[src/rtl/temp_display.sv]
// Shows an 8-bit value on a 4-digit multiplexed common-anode 7-segment display,
// converting binary to BCD with a sequential double-dabble. Macro: TEMP_DISPLAY_SIGNED_EN.
module temp_display #(
  parameter logic [31:0] FREQ_CLK   = 32'd100000000,
  parameter logic [31:0] REFRESH_HZ = 32'd1000
) (
  input  logic       Clk,
  input  logic       Rst_n,
  input  logic [7:0] Temp,
  output logic [6:0] Seg,
  output logic [3:0] An,
  output logic       Conv_Busy
);

  localparam int unsigned DIGIT_TICKS = int'(FREQ_CLK / REFRESH_HZ);
  localparam int unsigned REF_W       = (DIGIT_TICKS > 1) ? $clog2(DIGIT_TICKS) : 1;
  localparam int unsigned SR_W        = 20;
  localparam logic [6:0]  SEG_BLANK   = 7'h7F;
  localparam logic [6:0]  SEG_MINUS   = 7'h3F;

  typedef enum logic [1:0] {IDLE, SHIFT, DONE} state_t;

  state_t            state, state_nxt;
  logic [7:0]        temp_q, last, last_nxt, mag;
  logic [SR_W-1:0]   sr, sr_nxt, sr_adj;
  logic [2:0]        bit_cnt, bit_cnt_nxt;
  logic [3:0]        hund, tens, units, hund_nxt, tens_nxt, units_nxt;
  logic [REF_W-1:0]  ref_cnt;
  logic [1:0]        scan_idx;
  logic [6:0]        seg_c;
  logic [3:0]        an_c;
`ifdef TEMP_DISPLAY_SIGNED_EN
  logic              sign_pend, sign_pend_nxt, sign_disp, sign_disp_nxt;
`endif

  function automatic logic [6:0] seg_code(input logic [3:0] d);
    case (d)
      4'd0:    seg_code = 7'b1000000;
      4'd1:    seg_code = 7'b1111001;
      4'd2:    seg_code = 7'b0100100;
      4'd3:    seg_code = 7'b0110000;
      4'd4:    seg_code = 7'b0011001;
      4'd5:    seg_code = 7'b0010010;
      4'd6:    seg_code = 7'b0000010;
      4'd7:    seg_code = 7'b1111000;
      4'd8:    seg_code = 7'b0000000;
      4'd9:    seg_code = 7'b0010000;
      default: seg_code = SEG_BLANK;
    endcase
  endfunction

  // Converter input: two's complement magnitude (-128 -> 128) or raw value
`ifdef TEMP_DISPLAY_SIGNED_EN
  assign mag = temp_q[7] ? 8'(~temp_q + 8'd1) : temp_q;
`else
  assign mag = temp_q;
`endif

  always_ff @(posedge Clk or negedge Rst_n) begin
    if (!Rst_n) state <= IDLE;
    else        state <= state_nxt;
  end

  // Next state and datapath updates for the double-dabble converter
  always_comb begin
    state_nxt   = state;
    last_nxt    = last;
    sr_nxt      = sr;
    bit_cnt_nxt = bit_cnt;
    hund_nxt    = hund;
    tens_nxt    = tens;
    units_nxt   = units;
`ifdef TEMP_DISPLAY_SIGNED_EN
    sign_pend_nxt = sign_pend;
    sign_disp_nxt = sign_disp;
`endif
    sr_adj = sr;
    for (int i = 0; i < 3; i++) begin
      if (sr[8+4*i +: 4] >= 4'd5) sr_adj[8+4*i +: 4] = sr[8+4*i +: 4] + 4'd3;
    end
    case (state)
      IDLE: begin
        if (temp_q != last) begin
          sr_nxt      = {12'd0, mag};
          last_nxt    = temp_q;
          bit_cnt_nxt = 3'd0;
`ifdef TEMP_DISPLAY_SIGNED_EN
          sign_pend_nxt = temp_q[7];
`endif
          state_nxt   = SHIFT;
        end
      end
      SHIFT: begin
        sr_nxt      = {sr_adj[SR_W-2:0], 1'b0};
        bit_cnt_nxt = bit_cnt + 3'd1;
        if (bit_cnt == 3'd7) state_nxt = DONE;
      end
      DONE: begin
        hund_nxt  = sr[19:16];
        tens_nxt  = sr[15:12];
        units_nxt = sr[11:8];
`ifdef TEMP_DISPLAY_SIGNED_EN
        sign_disp_nxt = sign_pend;
`endif
        state_nxt = IDLE;
      end
      default: state_nxt = IDLE;
    endcase
  end

  always_ff @(posedge Clk or negedge Rst_n) begin
    if (!Rst_n) begin
      temp_q  <= 8'd0;
      last    <= 8'd0;
      sr      <= '0;
      bit_cnt <= 3'd0;
      hund    <= 4'd0;
      tens    <= 4'd0;
      units   <= 4'd0;
`ifdef TEMP_DISPLAY_SIGNED_EN
      sign_pend <= 1'b0;
      sign_disp <= 1'b0;
`endif
    end else begin
      temp_q  <= Temp;
      last    <= last_nxt;
      sr      <= sr_nxt;
      bit_cnt <= bit_cnt_nxt;
      hund    <= hund_nxt;
      tens    <= tens_nxt;
      units   <= units_nxt;
`ifdef TEMP_DISPLAY_SIGNED_EN
      sign_pend <= sign_pend_nxt;
      sign_disp <= sign_disp_nxt;
`endif
    end
  end

  // Refresh counter and digit scan index
  always_ff @(posedge Clk or negedge Rst_n) begin
    if (!Rst_n) begin
      ref_cnt  <= '0;
      scan_idx <= 2'd0;
    end else if (ref_cnt == REF_W'(DIGIT_TICKS - 1)) begin
      ref_cnt  <= '0;
      scan_idx <= scan_idx + 2'd1;
    end else begin
      ref_cnt  <= ref_cnt + REF_W'(1);
    end
  end

  // Digit decode with leading-zero suppression
  always_comb begin
    seg_c = SEG_BLANK;
    an_c  = ~(4'b0001 << scan_idx);
    case (scan_idx)
      2'd0: seg_c = seg_code(units);
      2'd1: if (hund != 4'd0 || tens != 4'd0) seg_c = seg_code(tens);
      2'd2: if (hund != 4'd0) seg_c = seg_code(hund);
      default: begin
`ifdef TEMP_DISPLAY_SIGNED_EN
        if (sign_disp) seg_c = SEG_MINUS;
`endif
      end
    endcase
  end

  always_ff @(posedge Clk or negedge Rst_n) begin
    if (!Rst_n) begin
      Seg       <= SEG_BLANK;
      An        <= 4'hF;
      Conv_Busy <= 1'b0;
    end else begin
      Seg       <= seg_c;
      An        <= an_c;
      Conv_Busy <= (state_nxt != IDLE);
    end
  end

endmodule

[config.mk]
export PLATFORM = sky130hd
export DESIGN_NAME = temp_display
export DESIGN_NICKNAME = d
export VERILOG_FILES = /design/src/rtl/temp_display.sv
export SDC_FILE = /design/constraint.sdc
export NUM_CORES = 1
export LEC_CHECK = 0
export CORE_AREA = 2 2 134 136
export CTS_BUF_LIST = sky130_fd_sc_hd__clkbuf_4 sky130_fd_sc_hd__clkbuf_8
export DETAILED_ROUTE_END_ITERATION = 8
export DIE_AREA = 0 0 136 138
export PLACE_DENSITY = 0.45
export SLEW_MARGIN = 10
export SYNTH_ARGS = -nofsm -noshare
export SYNTH_HDL_FRONTEND = slang
export SYNTH_SLANG_ARGS = --single-unit
[constraint.sdc]
create_clock -name Clk -period 2.4 [get_ports Clk]
set_input_delay 0.48 -clock Clk [delete_from_list [all_inputs] [get_ports Clk]]
set_output_delay 0.48 -clock Clk [all_outputs]
set_load 0.03 [all_outputs]
==> impl_metrics.env <==
export IMPL_outcome="finished, final reports clean"
export IMPL_setup_tns_final_ps=0
export IMPL_netlist_area_leader_share_pct=43.0
export IMPL_wirelength_mm=8.22
export IMPL_skew_ps=18.3
export IMPL_core_um2=17500
export IMPL_p_per_area_nw_per_um2=1100
export IMPL_chipHeight_um=138
export IMPL_ys_top_cells_by_area="dfrtp_1 43%, ha_1 8.8%, dfstp_2 6.8%, mux2_2 4.8%, o21ai_0 3.8%"
export IMPL_netSwitchingPower_mw=2.08
export IMPL_hold_path_class="in -> async"
export IMPL_synth_area_per_cell_um2=10.7
export IMPL_io_pins=22
export IMPL_layoutNonFillerInstCount=657
export IMPL_synth_edf_count=0
export IMPL_yosys_area_share_simple_pct=13.8
export IMPL_timing_final_max_slew_violations=0
export IMPL_clockRootBuffer="clkbuf_8"
export IMPL_period_share_pct=92.9
export IMPL_grtUsageTotal_pct=9.74
export IMPL_layout_nets=463
export IMPL_start_kind="flip-flop"
export IMPL_crit_fanout=5
export IMPL_start_util_pct=24.2
export IMPL_p_leak_nw=2.11
export IMPL_synth_warnings=0
export IMPL_rsz0062_at_grt="no"
export IMPL_setup_violations=0
export IMPL_postRouteAntennaNets=0
export IMPL_layout_common_cells="73 x dfrtp_1, 33 x nand2_1, 32 x o21ai_0"
export IMPL_fmax_mhz=449
export IMPL_place_congestion=0.807
export IMPL_period_minus_slack_ps=2230
export IMPL_routedWlPerCell_um=12.5
export IMPL_post_cts_setup_buffers=0
export IMPL_critical_path_class="reg -> reg"
export IMPL_drt_pass1_iter_count=4
export IMPL_syn_inst=398
export IMPL_drt_initial_drc_count=182
export IMPL_vdd_ir_drop_max_mv=0.459
export IMPL_n_antenna_cell=0
export IMPL_fp_row_count=49
export IMPL_crit_required_ps=2660
export IMPL_cts_max_level=3
export IMPL_syn_cell_area_um2=4250
export IMPL_synth_top_area_cell="dfrtp_1"
export IMPL_die_w_um=136
export IMPL_r2r_slack_ps=170
export IMPL_slew_headroom_pct=58.5
export IMPL_cts_repair_resized=0
export IMPL_cap_violations=0
export IMPL_crit_arrival_ps=2490
export IMPL_antenna_found_initial=0
export IMPL_dpl_instance_area_um2=4760
export IMPL_synth_mux_area_share_pct=5.36
export IMPL_power_frac_seq_pct=41.4
export IMPL_placedCellCount=641
export IMPL_cts_made_buffers=9
export IMPL_first_global_vias=2924
export IMPL_worstMarginPinSlew_ps=621
export IMPL_cts_clk_slew_worst_paths_ps=100
export IMPL_layout_drive_gt1_share_pct=14.0
export IMPL_fin_area_um2=4970
export IMPL_synth_net_count=438
export IMPL_hold_violations=0
export IMPL_grt_pass1_wl_mm=14.5
export IMPL_viasPerCell=4.39
export IMPL_clk_latency_ps=380
export IMPL_cts_max_path_buffers=2
export IMPL_synth_async_sr_flop_share_pct=100
export IMPL_grt_max_degree=50
export IMPL_synth_xor_area_share_pct=5.77
export IMPL_synth_cell_types=46
export IMPL_cts_tree="built"
export IMPL_synthFlopType="dfrtp_1"
export IMPL_io_buffers=21
export IMPL_internal_power_mw=3.40
export IMPL_layout_commonest_cell="dfrtp_1"
export IMPL_swShare_pct=38.0
export IMPL_end_kind="flip-flop"
export IMPL_dieArea_um2=18800
export IMPL_combPwrFrac_pct=39.7
export IMPL_cts_hold_buf=0
export IMPL_numClockSinks=84
export IMPL_vias=2885
export IMPL_dpl_hpwl_mm=5.83
export IMPL_synth_top_family_by_area="simple AND/OR/NAND/NOR gates"
export IMPL_clock_power_share_pct=19.0
export IMPL_post_synth_fa_ha_maj_area_fraction_pct=8.83
export IMPL_grt_overflow_total=0
export IMPL_syn_to_final_growth_pct=16.9
export IMPL_synth_compound_area_share_pct=12.8
export IMPL_ys_seq_area_share_pct=49.8
export IMPL_drc=0
export IMPL_synth_seq_cells=84
-- state kept, by name, summed over array words and instances (netlist names) --
signal and count:
An 4, ref_cnt 17, sr 20, mag 8
hund 4, bit_cnt 3, tens 4, Seg 7
Conv_Busy 1, units 4, scan_idx 2, state 2
last 8
-- synth_stat cells (all sizes together) (7+ instances only) --
library cell   n
ha            30
a221o          7
mux2          19
dfrtp         73
nor2          19
nand3          8
dfstp         11
a21oi         14
inv           26
o21ai         32
nand2b         7
xor2          18
and3           9
clkbuf        15
xnor2         10
nand2         33
-- cells by family (layout without fill, tap and decap cells) --
family / Yosys count / after routing
buf+inv: 41 / 71
xor+xnor: 28 / 28
simple gates: 109 / 109
fa+ha+maj: 30 / 30
flops: 84 / 84
mux: 20 / 20
compound gates: 86 / 86
-- area by class of cell --
cell class	instances	area, µm²
Timing Repair Buffer	29	280
Clock inverter	6	71.3
Fill cell	1885	12600
Sequential cell	84	2120
Inverter	26	97.6
Multi-Input combinational cell	273	1980
Clock buffer	10	131
Tap cell	229	287
-- power by group through the flow --
stage / Sequential (mW) / Clock (mW) / Combinational (mW)
after global routing: 2.35 / 1.16 / 2.48
after floorplan: 2.22 / 0 / 1.65
after CTS: 2.27 / 1.09 / 2.21
final: 2.27 / 1.04 / 2.18
after detailed placement: 2.30 / 0 / 2.20
after global placement: 2.28 / 0 / 2.15
-- worst paths after layout --
kind                                        from                 endpoint  cells after the start
setup / recovery           ref_cnt[13]$_DFF_PN0_  scan_idx[1]$_DFFE_PN0N_                      4
hold / removal                             Rst_n        sr[6]$_DFFE_PN0P_                      1
setup reg to reg           ref_cnt[13]$_DFF_PN0_  scan_idx[1]$_DFFE_PN0N_                      4
hold reg to reg             ref_cnt[0]$_DFF_PN0_     ref_cnt[0]$_DFF_PN0_                      1
max in group asynchronous                  Rst_n          An[1]$_DFF_PN1_                      2
min in group Clk            ref_cnt[0]$_DFF_PN0_     ref_cnt[0]$_DFF_PN0_                      1
-- worst max-delay path: stages (launching register included) --
cell,delay (ps)
dfrtp_1,430
or4b_1,550
or4b_4,550
nor3_4,280
mux2_4,320
-- per-layer routing --
metal | track usage [%] | vias up | wire [µm] | share of wire [%]
met3 | 3.45 | 11 | 323 | 3.9
li1 | - | 1438 | - | -
met5 | 0 | - | 0 | 0
met1 | 13.5 | 1390 | 4190 | 51
met4 | 3.23 | 0 | 152 | 1.8
met2 | 14.1 | 46 | 3560 | 43
-- metrics by stage --
| step | hold slack, ps | utilization [%] | power (mW) | setup slack, ps |
|---|---|---|---|---|
| 6_report | 63.4 | 28.3 | 5.49 | 170 |
| 5_1_grt | 63.7 | 28.3 | 6.00 | 116 |
| 4_1_cts | 50.2 | 28.3 | 5.57 | 178 |
| 3_5_place_dp | 472 | 27.2 | 4.50 | 185 |
| 3_3_place_gp | 464 | 27.2 | 4.43 | 216 |
| 2_1_floorplan | 184 | - | 3.87 | 150 |
Note: power is estimated with default switching activity, not from simulation.
